===== src/rtl/reg_file_rd_port.sv =====
// rtl/reg_file_rd_port.sv - register bank with load-style write port and handshaked registered read port
// Optional build macro: REG_FILE_WRITE_FWD_EN (same-edge write-to-read forwarding)
module reg_file_rd_port #(
    parameter int WIDTH = 16,
    parameter int DEPTH = 8,
    parameter int AW    = 3
) (
    input  logic             clk,
    input  logic             rst_n,
    input  logic [WIDTH-1:0] val,
    input  logic             load,
    input  logic [AW-1:0]    wr_addr,
    input  logic             rd_req,
    input  logic [AW-1:0]    rd_addr,
    output logic             rd_gnt,
    output logic             rd_valid,
    input  logic             rd_ready,
    output logic [WIDTH-1:0] out
);

    typedef enum logic {
        IDLE = 1'b0,
        RESP = 1'b1
    } state_t;

    localparam int          LP_DEPTH_I = DEPTH;
    localparam logic [AW:0] LP_DEPTH   = LP_DEPTH_I[AW:0];

    state_t           r_state;
    state_t           w_state_nxt;
    logic [WIDTH-1:0] r_mem [DEPTH];
    logic [WIDTH-1:0] r_out;
    logic             w_accept;
    logic             w_wr_in_range;
    logic             w_rd_in_range;
    logic [WIDTH-1:0] w_rd_data;

    assign w_wr_in_range = ({1'b0, wr_addr} < LP_DEPTH);
    assign w_rd_in_range = ({1'b0, rd_addr} < LP_DEPTH);

    // The grant depends only on state and rd_ready so a requester never sees a loop through rd_req.
    assign rd_gnt   = (r_state == IDLE) | rd_ready;
    assign rd_valid = (r_state == RESP);
    assign w_accept = rd_req & rd_gnt;
    assign out      = r_out;

    // Read data selection: out-of-range reads return zero; optional forwarding of a same-edge write.
    always_comb begin
        w_rd_data = '0;
        if (w_rd_in_range) begin
`ifdef REG_FILE_WRITE_FWD_EN
            if (load && w_wr_in_range && (wr_addr == rd_addr)) begin
                w_rd_data = val;
            end else begin
                w_rd_data = r_mem[rd_addr];
            end
`else
            w_rd_data = r_mem[rd_addr];
`endif
        end
    end

    // Next-state logic for the read handshake FSM.
    always_comb begin
        w_state_nxt = r_state;
        case (r_state)
            IDLE: begin
                if (rd_req) begin
                    w_state_nxt = RESP;
                end
            end
            RESP: begin
                if (rd_ready) begin
                    w_state_nxt = rd_req ? RESP : IDLE;
                end
            end
            default: w_state_nxt = IDLE;
        endcase
    end

    // State register; reset drops any pending response at once.
    always_ff @(posedge clk or negedge rst_n) begin
        if (!rst_n) begin
            r_state <= IDLE;
        end else begin
            r_state <= w_state_nxt;
        end
    end

    // Response register: captured only when a request is accepted, otherwise held (never cleared).
    always_ff @(posedge clk or negedge rst_n) begin
        if (!rst_n) begin
            r_out <= '0;
        end else if (w_accept) begin
            r_out <= w_rd_data;
        end
    end

    // Write port: independent of the read FSM; out-of-range addresses are dropped.
    always_ff @(posedge clk or negedge rst_n) begin
        if (!rst_n) begin
            for (int i = 0; i < DEPTH; i++) begin
                r_mem[i] <= '0;
            end
        end else if (load && w_wr_in_range) begin
            r_mem[wr_addr] <= val;
        end
    end

endmodule


===== config.mk =====
export PLATFORM = sky130hd
export DESIGN_NAME = reg_file_rd_port
export DESIGN_NICKNAME = d
export VERILOG_FILES = /design/src/rtl/reg_file_rd_port.sv
export SDC_FILE = /design/constraint.sdc
export NUM_CORES = 1
export LEC_CHECK = 0
export CORE_MARGIN = 8
export CORE_UTILIZATION = 40
export CTS_CLUSTER_DIAMETER = 60
export CTS_CLUSTER_SIZE = 20
export DETAILED_ROUTE_END_ITERATION = 8
export GPL_TIMING_DRIVEN = 0
export PLACE_DENSITY_LB_ADDON = 0.25
export SETUP_SLACK_MARGIN = 0.4
export SLEW_MARGIN = 20
export SYNTH_ARGS = -nofsm -noshare
export SYNTH_HDL_FRONTEND = slang
export SYNTH_SLANG_ARGS = --single-unit

===== constraint.sdc =====
create_clock -name clk -period 1.8 [get_ports clk]
set_input_delay 0.36 -clock clk [delete_from_list [all_inputs] [get_ports clk]]
set_output_delay 0.36 -clock clk [all_outputs]
set_load 0.01 [all_outputs]

# Yosys cells after proc, flatten, opt, wreduce, memory -nomap -nowiden
# Index checks and enable logic that the tools add are counted.
[op_classes] magnitude_cmp=3 muxes=9 n_bitwise=5 n_reduce_logical=1
[op_table] operator="$bwmux 128" n=1
[op_table] operator="$bmux 16 s3" n=1
[op_table] operator="$demux 16 s3" n=1
[op_table] operator="$mux 16" n=3
[op_table] operator="$ge 4x4->1 const B" n=2
[op_table] operator="$not 3->4" n=2
[op_table] operator="$lt 4x1->1 const B" n=1
[op_table] operator="$mux 1" n=2
[op_table] operator="$pmux 1 s2" n=1
[op_table] operator="$and 1x1->1" n=1
[op_table] operator="$logic_and 1x1->1" n=1
[op_table] operator="$not 1->1" n=1
[op_table] operator="$or 1x1->1" n=1
[totals] regBits=145 input_bits=27 output_inout_bits=18 wordCells=28

# Longest topological paths before layout
[logic_depth] depth_word=6 ltp_mapped=5 mapped_depth_nobuf=4

# Worst setup path after synthesis
# No wires, ideal clock.
[synth_path] kind="input-to-reg" start="in wr_addr[0]" end="reg r_mem[80] in the netlist's numbering" setup_ps=125 t_arrival_ps=1484 required_time_ps=1675 path_slack_ps=191 path_stages=5 path_buffers=2 cell_sequence="buf_6 nand2b_4 nor3b_4 buf_8 mux2_2"
[synth_between] elab_chain_cells=6 elab_cells_between_ends=7 cone_classes="order compare: 2; mux: 3; bitwise: 1; reduce/logical: 1"
[synth_lines] item="from (decl)" line="12" source="input logic [AW-1:0] wr_addr,"
[synth_lines] item="$not 3->4 (implied by the code) *" line="106" source="r_mem[wr_addr] <= val;"
[synth_lines] item="$ge 4x4->1 (implied by the code) / $lt 4x1->1 (equally long branches)" line="106"
[synth_lines] item="$logic_and 1x1->1 (implied by the code)" line="106"
[synth_lines] item="$mux 16 (implied by the code)" line="106"
[synth_lines] item="$demux 16 s3 *" line="106"
[synth_lines] item="$bwmux 128 *" line="106"
[synth_lines] item="to (signal, indexed assignment)" line="106"
[synth_lines] item="to (decl)" line="31" source="logic [WIDTH-1:0] r_mem [DEPTH];"
# Mark *: on every way between the ends. The rest lies on a longest branch, timed or not.
# A chain may end at the register's enable or synchronous reset.

# Worst setup path in the final report
[layout_path] start="reg r_state (netlist: rd_valid)" end="out rd_gnt"
[layout_between] elab_chain_cells=2
[layout_lines] item="from (decl)" line="29" source="state_t r_state;"
[layout_lines] item="from (signal assigned)" line="86" source="r_state <= w_state_nxt;"
[layout_lines] item="$not 1->1" line="42" source="assign rd_gnt = (r_state == IDLE) | rd_ready;"
[layout_lines] item="$or 1x1->1" line="42"
[layout_lines] item="to (decl)" line="15" source="output logic rd_gnt,"
# No other way between the ends.

==> flow_summary.yaml <==
outcome:
  status: "finished clean"
floorplanning:
  start_util: 0.402
  dieHeight_microns: 144
  die_area_sq_mm: 0.0207
  num_rows: 47
  die-width_microns: 144
  core-area_sq_mm: 0.0163
  pin_count: 45
critical_path:
  crit_chain: "nor2b_4 -> inv_2 -> buf_6"
  cp_slowest_cell: "dfrtp_1"
  max_stage_delay_ns: 0.34
  start_kind: "flop"
  worst-path-buf-inv: 2
  path_class: "reg -> out"
  cp.arrival_ns: 1.13
  cp-end-kind: "output port"
  crit_family: "flip-flops"
  crit_required_ns: 1.44
  cp_max_fo: 3
clocking:
  cts-buffers-inserted: 17
  cts_buffer_depth: 2
  cts_sinks: 145
  insertion_delay_ns: 0.42
  cts_tree: "built"
  cts_max_level: 4
  root_buffer: "clkbuf_16"
  path_clk_slew_ns: 0.06
min_path:
  hold_class: "in -> reg"
sta:
  slew_viol_final: 0
  fin_skew_ns: 0.00712
  period_share: 0.829
  max_freq_mhz: 670
  finalSetupViolations: 0
  period_needed_ns: 1.49
  max_slew.worst_pin.slew_ns: 0.501
  final_hold_viol_count: 0
  rsz0062_at_grt: "yes"
  fin_setup_tns_ns: 0
  slew_headroom: 0.666
placement:
  dpl.hpwl_microns: 10200
  numPortBuffers: 39
  place.gp.congestion: 0.822
global_routing:
  grt_pass1_vias: 4504
  grt_antenna_before_repair: 0
  grt_overflow: 0
  grt_max_degree: 77
  grt_pass1_wl_microns: 25400
  grt_usage: 0.166
power_and_ir_drop:
  leakagePower_nw: 3.54
  p_total_w: 0.00971
  p_per_area_mw_per_mm2: 1220
  irDropWorstVdd_mv: 0.772
drt:
  num_vias: 4016
  antenna_left: 0
  wl_met1_microns: 7140
  via_per_inst: 5.38
  dr_wl_met2_microns: 7790
  highest_layer: "met4"
  drt_iter0_drc: 194
  wl_per_cell_microns: 21.2
  wl_met3_microns: 721
  wirelength_microns: 15900
  first_pass_iters: 4
  drcViolationCount: 0
yosys:
  synth.distinct_cells: 23
  yosys_warnings: 0
  ys_ff_latch: 145
  ys_seq_area_frac: 0.554
  synth_area_sq_mm: 0.00655
  syn-instance-count: 448
  syn_area_per_cell_sq_um: 14.6
  synth_nets: 475
final_layout:
  finalNetCount: 541
  drive_gt1_frac: 0.491
  syn2layout_area_growth_pct: 22.0
  multi_input_area_sq_mm: 0.00284
  fill_cells: 1445
  utilization: 0.491
  diodes: 0
  ff_latch_area_sq_mm: 0.00363
run:
  drv_cap: 0
-- state kept, by name, summed over array words and instances, names as in the netlist --
name	cells
out	16
rd_valid	1
r_mem	128
-- synthesized netlist by cell type --
master	n	share of area
mux2_2	160	0.27
dfrtp_1	145	0.55
mux2i_1	32	0.049
a22o_1	16	0.021
o21ai_0	16	0.012
o22ai_1	16	0.015
o31ai_1	16	0.018
buf_4	9	0.010
buf_2	8	0.0061
clkbuf_1	7	0.0040
nand2_1	4	0.0023
buf_6	3	0.0052
nand4b_2	3	0.0069
inv_1	2	0.0011
nor2b_1	2	0.0019
nor3b_4	2	0.0057
buf_8	1	0.0023
nand2b_1	1	0.00096
nand2b_4	1	0.0021
nand4_2	1	0.0019
nor2_1	1	0.00057
nor3_2	1	0.0015
nor3_4	1	0.0025
-- timing repair --
item / CTS / global route
buffers inserted: 2 / 4
pin swaps: 0 / 1
hold endpoints to repair: 75 / 0
hold buffers: 1 / 0
setup endpoints to repair: 35 / 76
gates resized for setup: 88 / 5
-- cell type report --
type / instances / area share
Multi-Input combinational cell: 273 / 0.355
Buffer: 28 / 0.0280
Inverter: 2 / 0.000939
Sequential cell: 145 / 0.454
Clock buffer: 22 / 0.0618
Tap cell: 220 / 0.0344
Clock inverter: 10 / 0.0163
Timing Repair Buffer: 47 / 0.0499
-- layer usage --
layer | global-route usage | vias up
met5 | 0 | -
met4 | 0.0498 | 0
met3 | 0.0459 | 18
met2 | 0.275 | 90
met1 | 0.206 | 2107
li1 | - | 1801
-- report_power, final --
| group | switching (W) | internal, W | total, W |
|---|---|---|---|
| Sequential | 0.000368 | 0.00398 | 0.00434 |
| Combinational | 0.000695 | 0.00101 | 0.00170 |
| Clock | 0.00131 | 0.00235 | 0.00367 |
-- worst register-to-register path: stages, from the launching register on --
cell     delay [ns]
dfrtp_1        0.37
nor2b_4        0.14
inv_2          0.09
nand2_1        0.19
buf_4          0.26
o31ai_1        0.26
-- logic make-up after synthesis --
group | count (synthesis) | synth area share
DFF | 145 | 0.554
and+or+nand+nor | 17 | 0.0263
AOI/OAI and AO/OA | 64 | 0.0672
muxes | 192 | 0.324
buffers and inverters | 30 | 0.0290
-- metrics by stage --
step	setup WS, ns	std cells	instance area, sq um	hold slack, ns
3_3_place_gp	-5.21	707	7320	0.481
3_5_place_dp	-0.680	708	7350	0.377
4_1_cts	0.280	743	7970	0.407
5_1_grt	0.232	747	7990	0.416
6_report	0.308	747	7990	0.428
2_1_floorplan	0.212	448	6650	0.0644
-- cell usage in the layout (no fill, tap or decap), types with 4 or more instances in the layout --
master             n
buf_2             21
o31ai_1           15
clkinv_2           5
clkbuf_2           4
mux2_2           141
dfrtp_1          145
buf_6              5
clkbuf_8           6
a22o_1            16
clkdlybuf4s50_1   17
mux2_4            19
mux2i_1           32
buf_4             17
dlygate4sd2_1      4
o21ai_0           16
o22ai_1           16
clkbuf_16         17
-- worst paths after layout --
kind	startpoint	endpoint	slack, ns	cells after the start
max in group asynchronous	rst_n	r_mem[56]$_DFFE_PN0P_	0.61	3
setup reg to reg	rd_valid$_DFF_PN0_	out[6]$_DFFE_PN0P_	0.39	5
min in group asynchronous	rst_n	r_mem[61]$_DFFE_PN0P_	0.47	2
hold / removal	wr_addr[2]	r_mem[113]$_DFFE_PN0P_	0.43	3
setup / recovery	rd_valid$_DFF_PN0_	rd_gnt	0.31	3
hold reg to reg	r_mem[1]$_DFFE_PN0P_	r_mem[1]$_DFFE_PN0P_	0.50	1
(Power assumes the default switching activity.)
